==> src/rtl/sfu_accum_pkg.sv <==
// Shared definitions for the SFU accumulate family: FSM encoding, default
// geometry constants and the saturate / ReLU helpers reused by later variants.
package sfu_accum_pkg;

   typedef enum logic [1:0] {
      ST_IDLE  = 2'd0,
      ST_ACCUM = 2'd1,
      ST_WAIT  = 2'd2,
      ST_DONE  = 2'd3
   } state_t;

   localparam int COL_DEF     = 8;
   localparam int PSUM_BW_DEF = 16;

   // Working width for the helpers; wide enough for any practical psum width,
   // callers sign-extend into it and truncate the result back.
   localparam int SAT_W = 64;

   // Clamp a signed value to the range of a bw-bit two's complement number.
   function automatic logic signed [SAT_W-1:0] sat_to(
      input logic signed [SAT_W-1:0] s,
      input int unsigned             bw
   );
      logic signed [SAT_W-1:0] one;
      logic signed [SAT_W-1:0] hi;
      logic signed [SAT_W-1:0] lo;
      one = 1;
      hi  = (one <<< (bw - 1)) - one;
      lo  = -hi - one;
      if (s > hi)
         return hi;
      else if (s < lo)
         return lo;
      else
         return s;
   endfunction

   // Rectified linear unit: negative values become zero.
   function automatic logic signed [SAT_W-1:0] relu(
      input logic signed [SAT_W-1:0] x
   );
      if (x < 0)
         return '0;
      else
         return x;
   endfunction

endpackage

==> src/rtl/sfu_acc_bank.sv <==
// Accumulator storage: DEPTH entries of one full psum vector each.
// Combinational read at any address, registered write with enable, no reset
// (the first pass of every job overwrites whatever is stored).
module sfu_acc_bank #(
   parameter int DEPTH = 16,
   parameter int WIDTH = 128,
   parameter int AW    = 4
) (
   input  logic             clk,
   input  logic             we,
   input  logic [AW-1:0]    waddr,
   input  logic [WIDTH-1:0] wdata,
   input  logic [AW-1:0]    raddr,
   output logic [WIDTH-1:0] rdata
);

   logic [WIDTH-1:0] mem [DEPTH];

   // Write port: store the saturated sum on the capture edge.
   always_ff @(posedge clk) begin
      if (we)
         mem[waddr] <= wdata;
   end

   assign rdata = mem[raddr];

endmodule

==> src/rtl/sfu_accum.sv <==
// Special-function / accumulate stage behind the array's output psum FIFO.
// Pops one vector at a time, accumulates it into the bank over several passes,
// and on the last pass emits the saturated, ReLU'd result.
module sfu_accum
   import sfu_accum_pkg::*;
#(
   parameter int COL     = COL_DEF,
   parameter int PSUM_BW = PSUM_BW_DEF,
   parameter int DEPTH   = 16,
   parameter int RD_LAT  = 2
) (
   input  logic                   clk,
   input  logic                   reset,
   input  logic                   start,
   input  logic [3:0]             cfg_passes,
   input  logic                   in_valid,
   input  logic [PSUM_BW*COL-1:0] in_data,
   output logic                   rd_req,
   output logic [PSUM_BW*COL-1:0] out_data,
   output logic                   out_valid,
   output logic                   busy,
   output logic                   done
);

   localparam int VW = PSUM_BW * COL;
   localparam int AW = $clog2(DEPTH);
   localparam int CW = $clog2(RD_LAT + 1);

   state_t        state;
   state_t        state_nxt;
   logic [AW-1:0] addr;
   logic [3:0]    pass;
   logic [3:0]    passes;
   logic [CW-1:0] wait_cnt;

   logic          capture;
   logic          last_vec;
   logic          last_pass;

   logic [VW-1:0] acc_rdata;
   logic [VW-1:0] wr_data;
   logic [VW-1:0] relu_data;

   // The read is exactly one outstanding pop; in_data is valid on the edge
   // where the counter runs out.
   assign capture   = (state == ST_WAIT) && (wait_cnt == CW'(1));
   assign last_vec  = (addr == AW'(DEPTH - 1));
   assign last_pass = (pass == passes - 4'd1);

   // Next-state and control outputs; rd_req is a single-cycle pulse because
   // ACCUM is always left in the same cycle the pop is issued.
   always_comb begin
      state_nxt = state;
      rd_req    = 1'b0;
      busy      = 1'b0;
      done      = 1'b0;
      case (state)
         ST_IDLE: begin
            if (start)
               state_nxt = ST_ACCUM;
         end
         ST_ACCUM: begin
            busy = 1'b1;
            if (in_valid) begin
               rd_req    = 1'b1;
               state_nxt = ST_WAIT;
            end
         end
         ST_WAIT: begin
            busy = 1'b1;
            if (capture)
               state_nxt = (last_vec && last_pass) ? ST_DONE : ST_ACCUM;
         end
         ST_DONE: begin
            done      = 1'b1;
            state_nxt = ST_IDLE;
         end
         default: state_nxt = ST_IDLE;
      endcase
   end

   // State register.
   always_ff @(posedge clk or posedge reset) begin
      if (reset)
         state <= ST_IDLE;
      else
         state <= state_nxt;
   end

   // Job bookkeeping: pass count latch, vector address, pass index, read timer.
   always_ff @(posedge clk or posedge reset) begin
      if (reset) begin
         passes   <= 4'd1;
         addr     <= '0;
         pass     <= '0;
         wait_cnt <= '0;
      end else begin
         if (state == ST_IDLE && start) begin
            passes <= (cfg_passes == 4'd0) ? 4'd1 : cfg_passes;
            addr   <= '0;
            pass   <= '0;
         end
         if (state == ST_ACCUM && in_valid)
            wait_cnt <= CW'(RD_LAT);
         else if (state == ST_WAIT && wait_cnt != '0)
            wait_cnt <= wait_cnt - CW'(1);
         if (capture) begin
            addr <= addr + AW'(1);
            if (last_vec)
               pass <= pass + 4'd1;
         end
      end
   end

   // ---- stage 0: per-lane add, saturate and rectify (combinational) ----
   for (genvar g = 0; g < COL; g++) begin : g_lane
      logic signed [PSUM_BW-1:0] acc_l;
      logic signed [PSUM_BW-1:0] in_l;
      logic signed [PSUM_BW:0]   sum_l;
      logic signed [PSUM_BW-1:0] sat_l;

      // Pass 0 starts from zero so stale bank contents never leak in.
      assign acc_l = (pass == 4'd0) ? '0 : acc_rdata[g*PSUM_BW +: PSUM_BW];
      assign in_l  = in_data[g*PSUM_BW +: PSUM_BW];
      assign sum_l = {acc_l[PSUM_BW-1], acc_l} + {in_l[PSUM_BW-1], in_l};
      assign sat_l = PSUM_BW'(sat_to(SAT_W'(sum_l), PSUM_BW));

      assign wr_data[g*PSUM_BW +: PSUM_BW]   = sat_l;
      assign relu_data[g*PSUM_BW +: PSUM_BW] = PSUM_BW'(relu(SAT_W'(sat_l)));
   end

   sfu_acc_bank #(
      .DEPTH (DEPTH),
      .WIDTH (VW),
      .AW    (AW)
   ) u_bank (
      .clk   (clk),
      .we    (capture),
      .waddr (addr),
      .wdata (wr_data),
      .raddr (addr),
      .rdata (acc_rdata)
   );

   // ---- stage 1: registered result, emitted only on the final pass ----
   always_ff @(posedge clk or posedge reset) begin
      if (reset) begin
         out_data  <= '0;
         out_valid <= 1'b0;
      end else begin
         out_valid <= capture && last_pass;
         if (capture && last_pass)
            out_data <= relu_data;
      end
   end

endmodule

==> config.mk <==
export PLATFORM = sky130hd
export DESIGN_NAME = sfu_accum
export DESIGN_NICKNAME = d
export VERILOG_FILES = /design/src/rtl/sfu_accum_pkg.sv /design/src/rtl/sfu_acc_bank.sv /design/src/rtl/sfu_accum.sv
export SDC_FILE = /design/constraint.sdc
export NUM_CORES = 2
export LEC_CHECK = 0
export ABC_AREA = 1
export BUFFER_PORTS_ARGS = -buffer_cell sky130_fd_sc_hd__buf_2
export CAP_MARGIN = 20
export CORE_MARGIN = 2
export CORE_UTILIZATION = 45
export DETAILED_ROUTE_END_ITERATION = 7
export PLACE_DENSITY = 0.68
export SYNTH_ARGS = -nofsm -noshare
export SYNTH_HDL_FRONTEND = slang
export SYNTH_SLANG_ARGS = --single-unit
==> constraint.sdc <==
create_clock -name clk -period 10.28 [get_ports clk]
set_input_delay 0.514 -clock clk [delete_from_list [all_inputs] [get_ports clk]]
set_output_delay 0.514 -clock clk [all_outputs]
set_load 0.02 [all_outputs]
-- After elaboration in Yosys (flattened, before gate mapping)
Memory sizes are Yosys's and may differ from the RTL's.
Cells that the tools add are included.
- div/mod/pow operators: 0
- add/sub/neg operators: 12
- bitwise logic cells: 0
- shift operators: 0
- magnitude comparators: 24
- $mul: 0
- mux-type cells: 51
- equality and inequality tests: 9
- reduce and logical (&&, ||, !) cells: 14
- operators by type and width (operator ; count):
    16-bit two-way mux ; 32
    16-bit by 16-bit adder with 17-bit output ; 8
    17-bit by 16-bit > comparator with 1-bit output, second input constant ; 8
    17-bit by 16-bit less-than comparator with 1-bit output, second input constant ; 8
    16-bit by 1-bit less-than comparator with 1-bit output, second input constant ; 8
    4-bit two-way mux ; 6
    2-bit two-way mux ; 6
    4-bit by 1-bit adder with 4-bit output, second input constant ; 2
    4-bit logical NOT ; 2
    2-bit one-hot mux with 4 select lines ; 1
    1-bit logical AND ; 6
    1-bit two-way mux ; 6
    2-bit inequality test, second input constant ; 3
    2-bit nonzero test ; 3
    2-bit by 1-bit equality test with 1-bit output, second input constant ; 2
    2-bit equality test, second input constant ; 2
    4-bit equality test ; 1
    4-bit equality test, second input constant ; 1
    4-bit by 1-bit subtractor with 4-bit output, second input constant ; 1
    3-bit AND reduction ; 1
    2-bit logical NOT ; 1
    2-bit OR reduction ; 1
    2-bit by 1-bit subtractor with 2-bit output, second input constant ; 1
- memories: 1
- memory bits (writable): 2048
- output and inout bits: 132
- bits in latches: 0
- input bits: 136
- logic and storage cells: 118
- memory bits (read-only): 0
- flip-flop bits (word level): 145
- memory list (name ; depth ; width ; read ports ; clocked after memory_dff ; write ports ; RTL line ; RTL):
    u_bank.mem ; 16 ; 128 ; 1 ; 0 ; 1 ; sfu_acc_bank.sv:17 ; logic [WIDTH-1:0] mem [DEPTH];

-- Longest topological paths before layout
- depth after elaboration: 8
- mapped depth: 25

-- Hierarchy
From an unflattened synthesis, not the netlist that was laid out.
- cells, all modules: 10523
- area, all modules: 101618.7 um^2
- by module, submodules not included (module ; cells an instance ; instances ; area each (um^2) ; seq. area each (um^2)):
    sfu_acc_bank ; 7658 ; 1 ; 85055.3 ; 61499.0
    sfu_accum ; 2865 ; 1 ; 16563.4 ; 3429.5

-- Worst setup path before layout
No wires, ideal clock.
- path type: reg-to-reg
- start point: reg addr[0]
- end point: mem u_bank.mem[0][0], enable pin
- arrival time: 6.617 ns
- clock period less this slack: 7.234 ns
- data required time: 9.663 ns
- path slack: 3.046 ns
- stages on the path, launching flop included: 10
- library setup time: 0.617 ns
- path through: dfrtp_1 buf_6 buf_6 inv_4 buf_8 buf_6 buf_6 ha_1 nand2_1 nor2_1
- RTL lines (element ; RTL line ; RTL):
    start: declaration ; sfu_accum.sv:31 ; logic [AW-1:0] addr;
    start signal: assignment ; sfu_accum.sv:108 ; addr <= addr + AW'(1);
    end: declaration ; sfu_acc_bank.sv:17 ;
No word-level cell before the write port.

-- Final worst setup path
- start point: reg addr[0]
- end point: mem u_bank.mem[9][16], data pin
- cells in the longest elaborated chain, start to end: 6
- elaborated cells between the ends (all ways): 7
- those cells by class: add/sub: 1; order compare: 2; mux: 3; memory: 1
- RTL lines (element ; RTL line ; RTL):
    memory 16 x 128 bit (*) ; n/a ;
    16-bit two-way mux (*) ; sfu_accum.sv:123 ; assign acc_l = (pass == 4'd0) ? '0 : acc_rdata[g*PSUM_BW +: PSUM_BW];
    16-bit by 16-bit adder with 17-bit output (*) ; sfu_accum.sv:125 ; assign sum_l = {acc_l[PSUM_BW-1], acc_l} + {in_l[PSUM_BW-1], in_l};
    17-bit by 16-bit less-than comparator with 1-bit output ; sfu_accum_pkg.sv:32 ; else if (s < lo)
    16-bit two-way mux ; sfu_accum_pkg.sv:32 ;
    16-bit two-way mux (*) ; sfu_accum_pkg.sv:30 ; if (s > hi)
    net g_lane[1].sat_l[0] ; sfu_accum.sv:120 ; logic signed [PSUM_BW-1:0] sat_l;
Mark *: on every way through the listed nets, which the timed path passes. The rest lies on a longest branch.

==> flow_metrics.env <==
export IMPL_power_ir_vdd_worst_mv=0.195
export IMPL_post_route_drc_count=0
export IMPL_nets=8705
export IMPL_power_leakage_nw=37.5
export IMPL_grt_max_degree=267
export IMPL_clk_insertion_delay_late_ns=0.87
export IMPL_cts_max_path_buffers=3
export IMPL_syn_inst=8270
export IMPL_syn_area_per_cell_um2=11.6
export IMPL_pin_count=268
export IMPL_row_count=169
export IMPL_io_buffer_count=259
export IMPL_dp_hpwl_mm=130
export IMPL_critical_path_cell_chain="buf_12, buf_4, o21ai_0, o22ai_1, nand2_1, a41oi_2, ha_1, nand2_1, nand3_1, nand2_1, nand2_1, nand2_1, nand3_1, nand2_1, nand2_1, a21oi_1"
export IMPL_via_count_of_the_first_global_routing_pass=62751
export IMPL_postLayoutCellArea_um2=107000
export IMPL_cts_max_level=4
export IMPL_timing_clock_skew_ns=0.0518
export IMPL_slew_viol_final=0
export IMPL_layout_cells_most_common="edfxtp_1"
export IMPL_fmax_mhz=152
export IMPL_finalHoldViolCount=0
export IMPL_yosys_area_top_type_share_pct=64.4
export IMPL_placed_cell_area_um2=99400
export IMPL_global_route_usage_met1_pct=32.1
export IMPL_worst_pin_slew_ns=1.47
export IMPL_worst_endpoint_required_ns=10.81
export IMPL_sequential_area_share_after_synthesis_pct=68.0
export IMPL_drive_gt1_share_pct=11.9
export IMPL_ant_nets=0
export IMPL_num_fill_cells=18166
export IMPL_route_vias_total=65114
export IMPL_yosysWarnings=0
export IMPL_antenna_found_initial=9
export IMPL_postRouteWirelength_mm=255
export IMPL_worst_hold_path_type="input port to flop"
export IMPL_synthToLayoutAreaGrowth_pct=11.5
export IMPL_die_wd_um=465
export IMPL_placed_cells=11013
export IMPL_gpl_final_weighted_congestion=0.894
export IMPL_grt_use_met2_pct=37.7
export IMPL_core_um2=211000
export IMPL_synth_cell_types=46
export IMPL_yosys_register_bits=2185
export IMPL_post_route_period_util_pct=64.0
export IMPL_violation_count_after_the_first_detailed_route_iteration=7096
export IMPL_grt_first_pass_wirelength_mm=382
export IMPL_cts_root_buf="clkbuf_16"
export IMPL_cts_made_buffers=217
export IMPL_ys_async_rst_share_pct=6.27
export IMPL_setup_worst_path_start_class="flop"
export IMPL_die_area_um2=216000
export IMPL_synth_edf_count=2048
export IMPL_final_min_clock_period_ns=6.58
export IMPL_grt_use_total_pct=23.0
export IMPL_cells_taking_the_most_area_after_synthesis="edfxtp_1, nand2_1, o21ai_0"
export IMPL_yosys_most_used_dff="edfxtp_1"
export IMPL_power_total_w=0.0226
export IMPL_clkTransAtPathRegs_ns=0.06
export IMPL_placement_setup_worst_slack_ns=3.91
export IMPL_global_route_peak_usage_layer="met2"
export IMPL_critical_path_top_cell_by_count="nand2_1"
export IMPL_top_library_cells_by_usage_in_the_layout_fill_and_taps_aside="edfxtp_1, nand2_1, nor2_1"
export IMPL_critPathCaptureType="flop"
export IMPL_p_per_area_nw_per_um2=212
export IMPL_vias_per_cell=5.70
export IMPL_max_cap_violations=0
export IMPL_run_status="finished, final reports clean"
export IMPL_tritoncts_num_sinks=2185
export IMPL_instances_no_fill=11427
export IMPL_detail_route_first_pass_iterations=8
export IMPL_use_met3_pct=3.21
export IMPL_globalRoute_totalOverflow=0
export IMPL_final_setup_viol_count=0
export IMPL_chipHeight_um=465
export IMPL_critical_path_fanout_max=192
export IMPL_register_area_um2=64900
export IMPL_grt_setup_unrepaired="no"
export IMPL_detail_route_wl_per_cell_um=22.3
export IMPL_tritoncts="done"
export IMPL_cpMaxStageDelayCell="dfrtp_4"
export IMPL_starting_density_pct=45.2
export IMPL_timing_slew_headroom_pct=1.83
export IMPL_timing_setup_tns_ns=0
export IMPL_post_route_worst_setup_slack_ns=3.70
export IMPL_regToRegSetupSlack_ns=3.70
export IMPL_critical_path_max_stage_delay_ns=1.03
export IMPL_netlist_area_um2=95500
export IMPL_signal_arrival_time_at_the_worst_endpoint_ns=7.11
export IMPL_worst_setup_path_type="flop to flop"
export IMPL_synth_largest_area_cell="edfxtp_1"
export IMPL_multi_input_area_um2=26900
-- kinds of logic (layout without fill, tap and decap cells) --
| family | count (synthesis) | after routing | share of synthesized area (%) |
|---|---|---|---|
| AOI/OAI and AO/OA | 1959 | 1959 | 12.8 |
| buffers and inverters | 872 | 1198 | 4.02 |
| xor gates and xnor gates | 59 | 59 | 0.541 |
| adders and majority gates | 150 | 150 | 2.03 |
| other | 1 | 11 | 0.00393 |
| and+or+nand+nor | 3044 | 3044 | 12.7 |
| DFF | 2185 | 2185 | 68.0 |
-- area by class of cell --
class	count	share of cell area (%)
flip-flops and latches	2185	61.0
multi-input cells	5220	25.3
clock buffers	267	5.31
well taps	2821	3.31
repair buffers	401	2.43
inverters	394	1.43
clock inverters	136	1.26
diodes	3	0.00705
-- registers in the layout, summed over array words and instances (netlist names) --
register	flops
state	2
out_valid	1
pass	4
out_data	120
wait_cnt	2
passes	4
u_bank.mem	2048
addr	4
-- stage by stage --
| stage | hold slack (ns) | utilization (%) |
|---|---|---|
| floorplan | 0.467 | - |
| global placement | 0.457 | 47.0 |
| detailed placement | 0.460 | 47.0 |
| CTS | 0.0553 | 50.4 |
| global route | 0.150 | 50.4 |
| finish | 0.108 | 50.4 |
-- layer usage --
layer | part of all wire (%) | up-vias
li1 | - | 29756
met1 | 42 | 32164
met2 | 48 | 2755
met3 | 7.8 | 429
met4 | 2.6 | 10
met5 | 0.024 | -
-- path summary, 6_finish.rpt --
path                         startpoint                 to  cells after the start
max in group asynchronous         reset            addr[1]                      5
min reg2reg                out_data[23]       out_data[23]                      2
min                         in_data[96]       out_data[96]                      6
max                             addr[0]  u_bank.mem[9][16]                     16
max reg2reg                     addr[0]  u_bank.mem[9][16]                     16
min in group asynchronous         reset       out_data[80]                      3
-- critical path: cells and delay by family, from the launching register on --
family,cells,cell delay [ns]
AO/OA/AOI/OAI,4,1.75
adder cells (fa/ha/maj),1,0.35
buffers and inverters,2,1.32
flip-flops,1,1.03
AND/OR/NAND/NOR,9,1.30
-- synthesized netlist by cell type (30+ instances only) --
master,instances
nand3_1,94
nand2_2,30
a21oi_2,47
dfrtp_1,136
nand2_1,1656
edfxtp_1,2048
o21ai_0,1092
inv_1,376
nor2_1,1136
buf_2,119
clkbuf_1,246
ha_1,142
o22ai_1,514
nand3b_1,39
a41oi_2,128
buf_4,30
xnor2_1,42
a21oi_1,140
clkbuf_2,40
buf_6,30
-- power by group --
group          internal, W  switching (W)  leakage, nW
clock              0.00436        0.00342         3.39
combinational      0.00133        0.00317         14.4
sequential          0.0101       0.000163         19.7
total               0.0158        0.00675         37.5
-- repair_timing --
item                      CTS  global route
resized for setup           0             0
hold endpoints to repair   52             0
buffers inserted            0             0
hold buffers                6             0
Power figures use the tool's default switching activity.
